`config.mk`:
```
export PLATFORM = sky130hd
export DESIGN_NAME = risc_exec_core
export DESIGN_NICKNAME = d
export VERILOG_FILES = /design/src/rtl/risc_exec_core.sv
export SDC_FILE = /design/constraint.sdc
export NUM_CORES = 1
export LEC_CHECK = 0
export ABC_AREA = 1
export CAP_MARGIN = 10
export CELL_PAD_IN_SITES_DETAIL_PLACEMENT = 0
export CELL_PAD_IN_SITES_GLOBAL_PLACEMENT = 1
export CORE_MARGIN = 2
export CORE_UTILIZATION = 30
export CTS_BUF_LIST = sky130_fd_sc_hd__clkbuf_8
export CTS_CLUSTER_DIAMETER = 80
export DETAILED_ROUTE_END_ITERATION = 12
export PLACE_DENSITY = 0.64
export SYNTH_ARGS = -nofsm -noshare
export SYNTH_HDL_FRONTEND = slang
export SYNTH_SLANG_ARGS = --single-unit
```
`constraint.sdc`:
```
create_clock -name clk -period 20.9 [get_ports clk]
set_input_delay 4.18 -clock clk [delete_from_list [all_inputs] [get_ports clk]]
set_output_delay 4.18 -clock clk [all_outputs]
set_load 0.03 [all_outputs]
```
`src/rtl/risc_exec_core.sv`:
```
// Multicycle execute core for the ADD/NAND ALU instruction class.
// Owns an 8-entry register file, carry/zero flags and an IDLE/DECODE/EXEC/WB sequencer.
module risc_exec_core #(
    parameter int DATA_W       = 16,
    parameter int LOAD_IN_BUSY = 0
) (
    input  logic              clk,
    input  logic              reset,
    input  logic              instr_valid,
    output logic              instr_ready,
    input  logic [15:0]       instr,
    input  logic              ld_en,
    input  logic [2:0]        ld_addr,
    input  logic [DATA_W-1:0] ld_data,
    input  logic [2:0]        dbg_addr,
    output logic [DATA_W-1:0] dbg_data,
    output logic              wb_en,
    output logic [2:0]        wb_addr,
    output logic [DATA_W-1:0] wb_data,
    output logic              done,
    output logic              illegal,
    output logic              carry,
    output logic              zero,
    output logic [1:0]        state
);
    typedef enum logic [1:0] {
        S_IDLE   = 2'd0,
        S_DECODE = 2'd1,
        S_EXEC   = 2'd2,
        S_WB     = 2'd3
    } state_t;

    localparam logic [3:0] OP_ADD  = 4'b0000;
    localparam logic [3:0] OP_NAND = 4'b0010;

    state_t            state_q, state_d;
    logic [15:0]       ir_q, ir_d;
    logic [DATA_W-1:0] a_q, a_d, b_q, b_d;
    logic              cond_q, cond_d;
    logic [DATA_W:0]   res_q, res_d;    // bit DATA_W holds the ADD carry-out
    logic              carry_q, carry_d;
    logic              zero_q, zero_d;
    logic [DATA_W-1:0] regs_q [8];
    logic [DATA_W-1:0] regs_d [8];

    logic [3:0] opcode;
    logic [2:0] ra, rb, rc;
    logic       comp;
    logic [1:0] cz;
    logic       legal;
    logic       cin;
    logic       ld_ok;

    assign opcode = ir_q[15:12];
    assign ra     = ir_q[11:9];
    assign rb     = ir_q[8:6];
    assign rc     = ir_q[5:3];
    assign comp   = ir_q[2];
    assign cz     = ir_q[1:0];

    assign legal = (opcode == OP_ADD) || ((opcode == OP_NAND) && (cz != 2'b11));
    assign cin   = (cz == 2'b11) ? carry_q : 1'b0;
    assign ld_ok = ld_en && ((LOAD_IN_BUSY != 0) || (state_q == S_IDLE));

    assign instr_ready = (state_q == S_IDLE);
    assign dbg_data    = regs_q[dbg_addr];
    assign carry       = carry_q;
    assign zero        = zero_q;
    assign state       = state_q;

    always_comb begin
        state_d = state_q;
        ir_d    = ir_q;
        a_d     = a_q;
        b_d     = b_q;
        cond_d  = cond_q;
        res_d   = res_q;
        carry_d = carry_q;
        zero_d  = zero_q;
        regs_d  = regs_q;
        wb_en   = 1'b0;
        wb_addr = 3'd0;
        wb_data = '0;
        done    = 1'b0;
        illegal = 1'b0;

        // Preload goes first so a WB write to the same index overrides it.
        if (ld_ok) begin
            regs_d[ld_addr] = ld_data;
        end

        case (state_q)
            S_IDLE: begin
                if (instr_valid) begin
                    ir_d    = instr;
                    state_d = S_DECODE;
                end
            end
            S_DECODE: begin
                a_d = regs_q[ra];
                b_d = comp ? ~regs_q[rb] : regs_q[rb];
                case (cz)
                    2'b10:   cond_d = carry_q;
                    2'b01:   cond_d = zero_q;
                    default: cond_d = 1'b1;
                endcase
                state_d = S_EXEC;
            end
            S_EXEC: begin
                if (opcode == OP_NAND) begin
                    res_d = {1'b0, ~(a_q & b_q)};
                end else begin
                    res_d = {1'b0, a_q} + {1'b0, b_q} + {{DATA_W{1'b0}}, cin};
                end
                state_d = S_WB;
            end
            S_WB: begin
                done    = 1'b1;
                illegal = !legal;
                if (legal && cond_q) begin
                    wb_en      = 1'b1;
                    wb_addr    = rc;
                    wb_data    = res_q[DATA_W-1:0];
                    regs_d[rc] = res_q[DATA_W-1:0];
                    zero_d     = (res_q[DATA_W-1:0] == '0);
                    if (opcode == OP_ADD) begin
                        carry_d = res_q[DATA_W];
                    end
                end
                state_d = S_IDLE;
            end
            default: state_d = S_IDLE;
        endcase
    end

    always_ff @(posedge clk or posedge reset) begin
        if (reset) begin
            state_q <= S_IDLE;
            ir_q    <= '0;
            a_q     <= '0;
            b_q     <= '0;
            cond_q  <= 1'b0;
            res_q   <= '0;
            carry_q <= 1'b0;
            zero_q  <= 1'b0;
            for (int i = 0; i < 8; i++) begin
                regs_q[i] <= '0;
            end
        end else begin
            state_q <= state_d;
            ir_q    <= ir_d;
            a_q     <= a_d;
            b_q     <= b_d;
            cond_q  <= cond_d;
            res_q   <= res_d;
            carry_q <= carry_d;
            zero_q  <= zero_d;
            for (int i = 0; i < 8; i++) begin
                regs_q[i] <= regs_d[i];
            end
        end
    end

endmodule

```
### Word-level counts from Yosys, hierarchy flattened

Cells that the tools add are included.

| operators by class | value |
|---|---|
| reductions and logical operators | 13 |
| multiplexer cells | 32 |
| bitwise gates (word level) | 8 |
| $add $sub $neg | 2 |
| order comparisons | 7 |
| eq/ne operators | 9 |

Operator list:

| kind | number |
|---|---|
| $mux 128 | 3 |
| $bwmux 128 | 2 |
| $mux 16 | 11 |
| $bmux 16 s3 | 3 |
| $demux 16 s3 | 2 |
| $not 16->16 | 2 |
| $ge 4x4->1 const B | 5 |
| $not 3->4 | 5 |
| $add 16x16->17 | 1 |
| $add 17x1->17 | 1 |
| $mux 17 | 1 |
| $and 16x16->16 | 1 |
| $logic_not 16->1 | 1 |
| $eq 2x2->1 const B | 4 |
| $lt 4x1->1 const B | 2 |
| $pmux 2 s4 | 1 |
| $mux 3 | 2 |
| $logic_and 1x1->1 | 5 |
| $mux 1 | 5 |
| $eq 2x1->1 const B | 2 |
| $eq 4x2->1 const B | 1 |
| $logic_not 4->1 | 1 |
| $ne 2x2->1 const B | 2 |
| $reduce_and 2->1 | 2 |
| 6 further kinds | 6 |

| word-level totals | value |
|---|---|
| input port bits | 42 |
| logic and storage cells | 87 |
| register bits | 198 |
| output and inout port bits | 43 |

### Depth between registers and ports, before layout

| depth | value |
|---|---|
| word-level depth | 10 |
| gate-level depth with buffers | 14 |
| gate-level depth less buffers | 14 |

### Worst setup path before layout

OpenSTA, ideal clock, no wires.

| timing path | value |
|---|---|
| kind | input-to-output |
| start | input dbg_addr[1] |
| end | output dbg_data[10] |
| setup slack | 11.331 ns |
| path buffers | 2 |
| data arrival time | 5.389 ns |
| data required time | 16.720 ns |
| stages on the path | 6 |
| path through | buf_2 -> clkbuf_1 -> o21ai_0 -> o21ai_0 -> nor2_1 -> a31oi_1 |

| between the ends | value |
|---|---|
| word-level cells in the longest chain between the ends | 4 |

Ends and longest elaborated chain:

| item | RTL line | source |
|---|---|---|
| start: declaration | 15 | `input logic [2:0] dbg_addr,` |
| $not 3->4 (not written as such) | 66 | `assign dbg_data = regs_q[dbg_addr];` |
| $bmux 16 s3 | 66 |  |
| $mux 16 (not written as such) (2 in a row) | 66 |  |
| end: declaration | 16 | `output logic [DATA_W-1:0] dbg_data,` |

No other way between the ends. The select of a mux whose other input is x is not followed.

### Final worst setup path

| timing path | value |
|---|---|
| start | input dbg_addr[0] |
| end | output dbg_data[4] |

The elaborated chain is that of the path after synthesis.

==> results.sh <==
export IMPL_detail_route_antenna_nets=0
export IMPL_cts_tree="done"
export IMPL_dp_final_hpwl_um=34670
export IMPL_coreArea_sq_um=45090
export IMPL_holdPathStages=2
export IMPL_setup_violations=0
export IMPL_crit_fanout=64
export IMPL_period_share_pct=52.74
export IMPL_switchingPower_mw=1.262
export IMPL_power_density_nw_per_um2=161.2
export IMPL_swShare_pct=51.76
export IMPL_timing_fmax_mhz=90.72
export IMPL_r2r_end="b_q[7]"
export IMPL_synth_edf_count=0
export IMPL_synth_cell_area_sq_um=13610
export IMPL_syn_to_final_growth_pct=11.16
export IMPL_vias=13520
export IMPL_ys_ff_latch=198
export IMPL_worstPathCellList="buf_4 > buf_4 > inv_1 > nor2_1 > o21ai_0 > nor2_1 > a31oi_1 > clkdlybuf4s50_1"
export IMPL_power_leakage_nw=7.451
export IMPL_drtIter0Drc=1324
export IMPL_yosysTopAreaCellShare_pct=36.42
export IMPL_fp_dieArea_sq_um=47070
export IMPL_numClockSinks=198
export IMPL_cp_required_ps=16720
export IMPL_synth_area_leaders="dfrtp_1 36%, nand2_1 16%, o21ai_0 11%"
export IMPL_cp_num_buf_inv=4
export IMPL_gp_congestion=0.8852
export IMPL_clockPowerShare_pct=12.0
export IMPL_hold_path_class="reg2reg"
export IMPL_min_from="a_q[13]"
export IMPL_cp_start_kind="input port"
export IMPL_final_cells=2605
export IMPL_synth_compound_area_share_pct=26.08
export IMPL_seqPwrFrac_pct=32.2
export IMPL_overflow=0
export IMPL_clk_pin_slew_ps=90
export IMPL_r2r_start="state[1]"
export IMPL_die_h_um=217.0
export IMPL_h_tree_depth=4
export IMPL_rows=78
export IMPL_synth_top_flop_cell="dfrtp_1"
export IMPL_drc_errors=0
export IMPL_yosys_warnings=0
export IMPL_hold_viol_final=0
export IMPL_min_period_ps=11020
export IMPL_ir_worst_vdd_mv=0.05090
export IMPL_ys_types=37
export IMPL_status="completed"
export IMPL_pin_count=85
export IMPL_cts_hold_buf=0
export IMPL_antenna_found_initial=0
export IMPL_clk_insertion_delay_late_ps=530
export IMPL_port_buffers=84
export IMPL_routed_wl_um=51840
export IMPL_fin_area_sq_um=15120
export IMPL_place_area_sq_um=14670
export IMPL_synth_mux_area_share_pct=0.08277
export IMPL_rsz0062_at_grt="false"
export IMPL_comb_power_share_pct=55.8
export IMPL_report_final_slew_viol_count=0
export IMPL_synth_top_family_by_area="compound AO/OA/AOI/OAI gates"
export IMPL_path_delay_family="buffers and inverters"
export IMPL_slew_headroom_pct=26.10
export IMPL_start_util_pct=30.18
export IMPL_grt_pass1_wl_um=78070
export IMPL_synth_fa_ha_area_share_pct=2.409
export IMPL_worstRegToRegCells=5
export IMPL_nNetsFinal=2058
export IMPL_die_x_um=217.0
export IMPL_cp_arrival_ps=6840
export IMPL_synth_nets=2069
export IMPL_cp_slowest_stage_delay_ps=760
export IMPL_fin_ws_ps=9877
export IMPL_cts_resized_gates=0
export IMPL_synth_xor_area_share_pct=0.5150
export IMPL_fillers=4934
export IMPL_worstMarginPinSlew_ps=1102
export IMPL_drive_above_1_share_pct=5.389
export IMPL_synthSimpleGateAreaFrac_pct=24.47
export IMPL_cts_setup_buffers=0
export IMPL_postSynth_asyncResetShare_pct=100.0
export IMPL_vias_per_cell=5.190
export IMPL_crit_type="in2out"
export IMPL_wl_per_cell_um=19.90
export IMPL_clock_path_buffers=2
export IMPL_pre_cts_ws_ps=9853
export IMPL_seq_area_frac_synth_pct=36.42
export IMPL_grt_usage_pct=22.02
export IMPL_numCtsBuffers=17
export IMPL_hold_path_endpoint="a_q[13]"
export IMPL_end_kind="output port"
export IMPL_grt_pass1_vias=12230
export IMPL_cpMaxStageDelayCell="clkdlybuf4s50_1"
export IMPL_yosysTopAreaCell="dfrtp_1"
export IMPL_avgSynthCellArea_sq_um=6.796
export IMPL_root_buffer="clkbuf_8"
export IMPL_ff2ff_setup_slack_ps=18150
export IMPL_place_inst=2572
export IMPL_grt_max_degree=89
export IMPL_setup_tns_ps=0
export IMPL_fin_worst_skew_ps=18.31
export IMPL_internal_power_mw=1.176
export IMPL_synth_cells=2002
export IMPL_drtPass1Iterations=5
export IMPL_maxCapViolations=0
export IMPL_postLayoutCoreUtil_pct=33.54
layout make-up:
cell class	instances	area (sq um)	share of cell area (%)
inverters	171	651.9	4.310
repair buffers	108	1013	6.701
clock inverters	13	192.7	1.274
multi-input cells	1495	7289	48.20
flip-flops and latches	198	4962	32.81
diodes	1	2.502	0.01655
well taps	600	750.7	4.964
clock buffers	19	261.5	1.729
cells in the final DEF, fill, tap and decap left out, types with 2 or more instances in the layout:
master	instances
inv_6	3
nand3_1	107
clkdlybuf4s50_1	82
o21ai_2	29
o221ai_1	10
o21ai_1	99
clkinv_1	4
nand2_4	8
o211ai_1	44
nor3_1	5
dfrtp_2	3
a21oi_1	135
o21ai_0	308
inv_1	165
nand2_1	572
nor2_1	105
buf_4	25
clkbuf_8	19
a31oi_1	18
nor4_1	4
nand4_1	4
bufinv_16	4
clkinv_4	3
dfrtp_1	194
o22ai_1	2
ha_1	23
fa_1	2
nor2_8	3
xor2_1	7
clkinvlp_4	2
layer usage:
metal  wire length, um  global-route usage [%]
met3              3385                   4.011
met2             22900                   33.96
met4              1301                   7.466
met5                 0                       0
met1             24260                   30.93
state kept, by name, summed over array words and instances (netlist names):
register / cells
a_q: 16
zero: 1
res_q: 17
regs_q: 128
ir_q: 16
b_q: 16
state: 2
cond_q: 1
carry: 1
worst max path at each step:
stage | endpoint | startpoint | cells after the start | slack, ps
6_report | dbg_data[4] | dbg_addr[0] | 8 | 9880
5_1_grt | dbg_data[4] | dbg_addr[0] | 8 | 9680
4_1_cts | dbg_data[15] | dbg_addr[0] | 8 | 9850
3_5_place_dp | dbg_data[15] | dbg_addr[0] | 8 | 9850
3_3_place_gp | dbg_data[15] | dbg_addr[0] | 8 | 9900
2_1_floorplan | a_q[0] | reset | 1 | 11320
per-stage QoR:
step,power (mW),hold slack (ps)
global route,2.668,518.8
finish,2.438,498.1
global placement,2.115,467.6
floorplan,1.698,443.4
detailed placement,2.132,475.2
CTS,2.433,502.0
synth_stat cells, types with 17 or more instances:
| cell type | number |
|---|---|
| nand2_1 | 573 |
| o21ai_0 | 308 |
| dfrtp_1 | 198 |
| inv_1 | 166 |
| a21oi_1 | 135 |
| nand3_1 | 107 |
| nor2_1 | 105 |
| o21ai_1 | 99 |
| clkbuf_1 | 80 |
| o211ai_1 | 44 |
| o21ai_2 | 29 |
| buf_6 | 23 |
| ha_1 | 23 |
| a31oi_1 | 18 |
| buf_2 | 17 |
kinds of logic after synthesis:
group | count (synthesis)
xor+xnor | 8
compound gates | 649
flops | 198
fa+ha+maj | 25
buf+inv | 309
mux | 1
simple gates | 812
tightest hold or removal path, stage by stage, from the launching register on:
cell	delay [ps]
dfrtp_1	360
nand2_1	60
nand2_1	50
power groups by stage:
stage / clock network, mW / logic, mW / registers [mW]
after floorplan: 0 / 1.01 / 0.693
after global placement: 0 / 1.33 / 0.782
after detailed placement: 0 / 1.35 / 0.783
after CTS: 0.301 / 1.36 / 0.776
after global routing: 0.313 / 1.55 / 0.808
final: 0.293 / 1.36 / 0.785
Power figures use the tool's default switching activity.
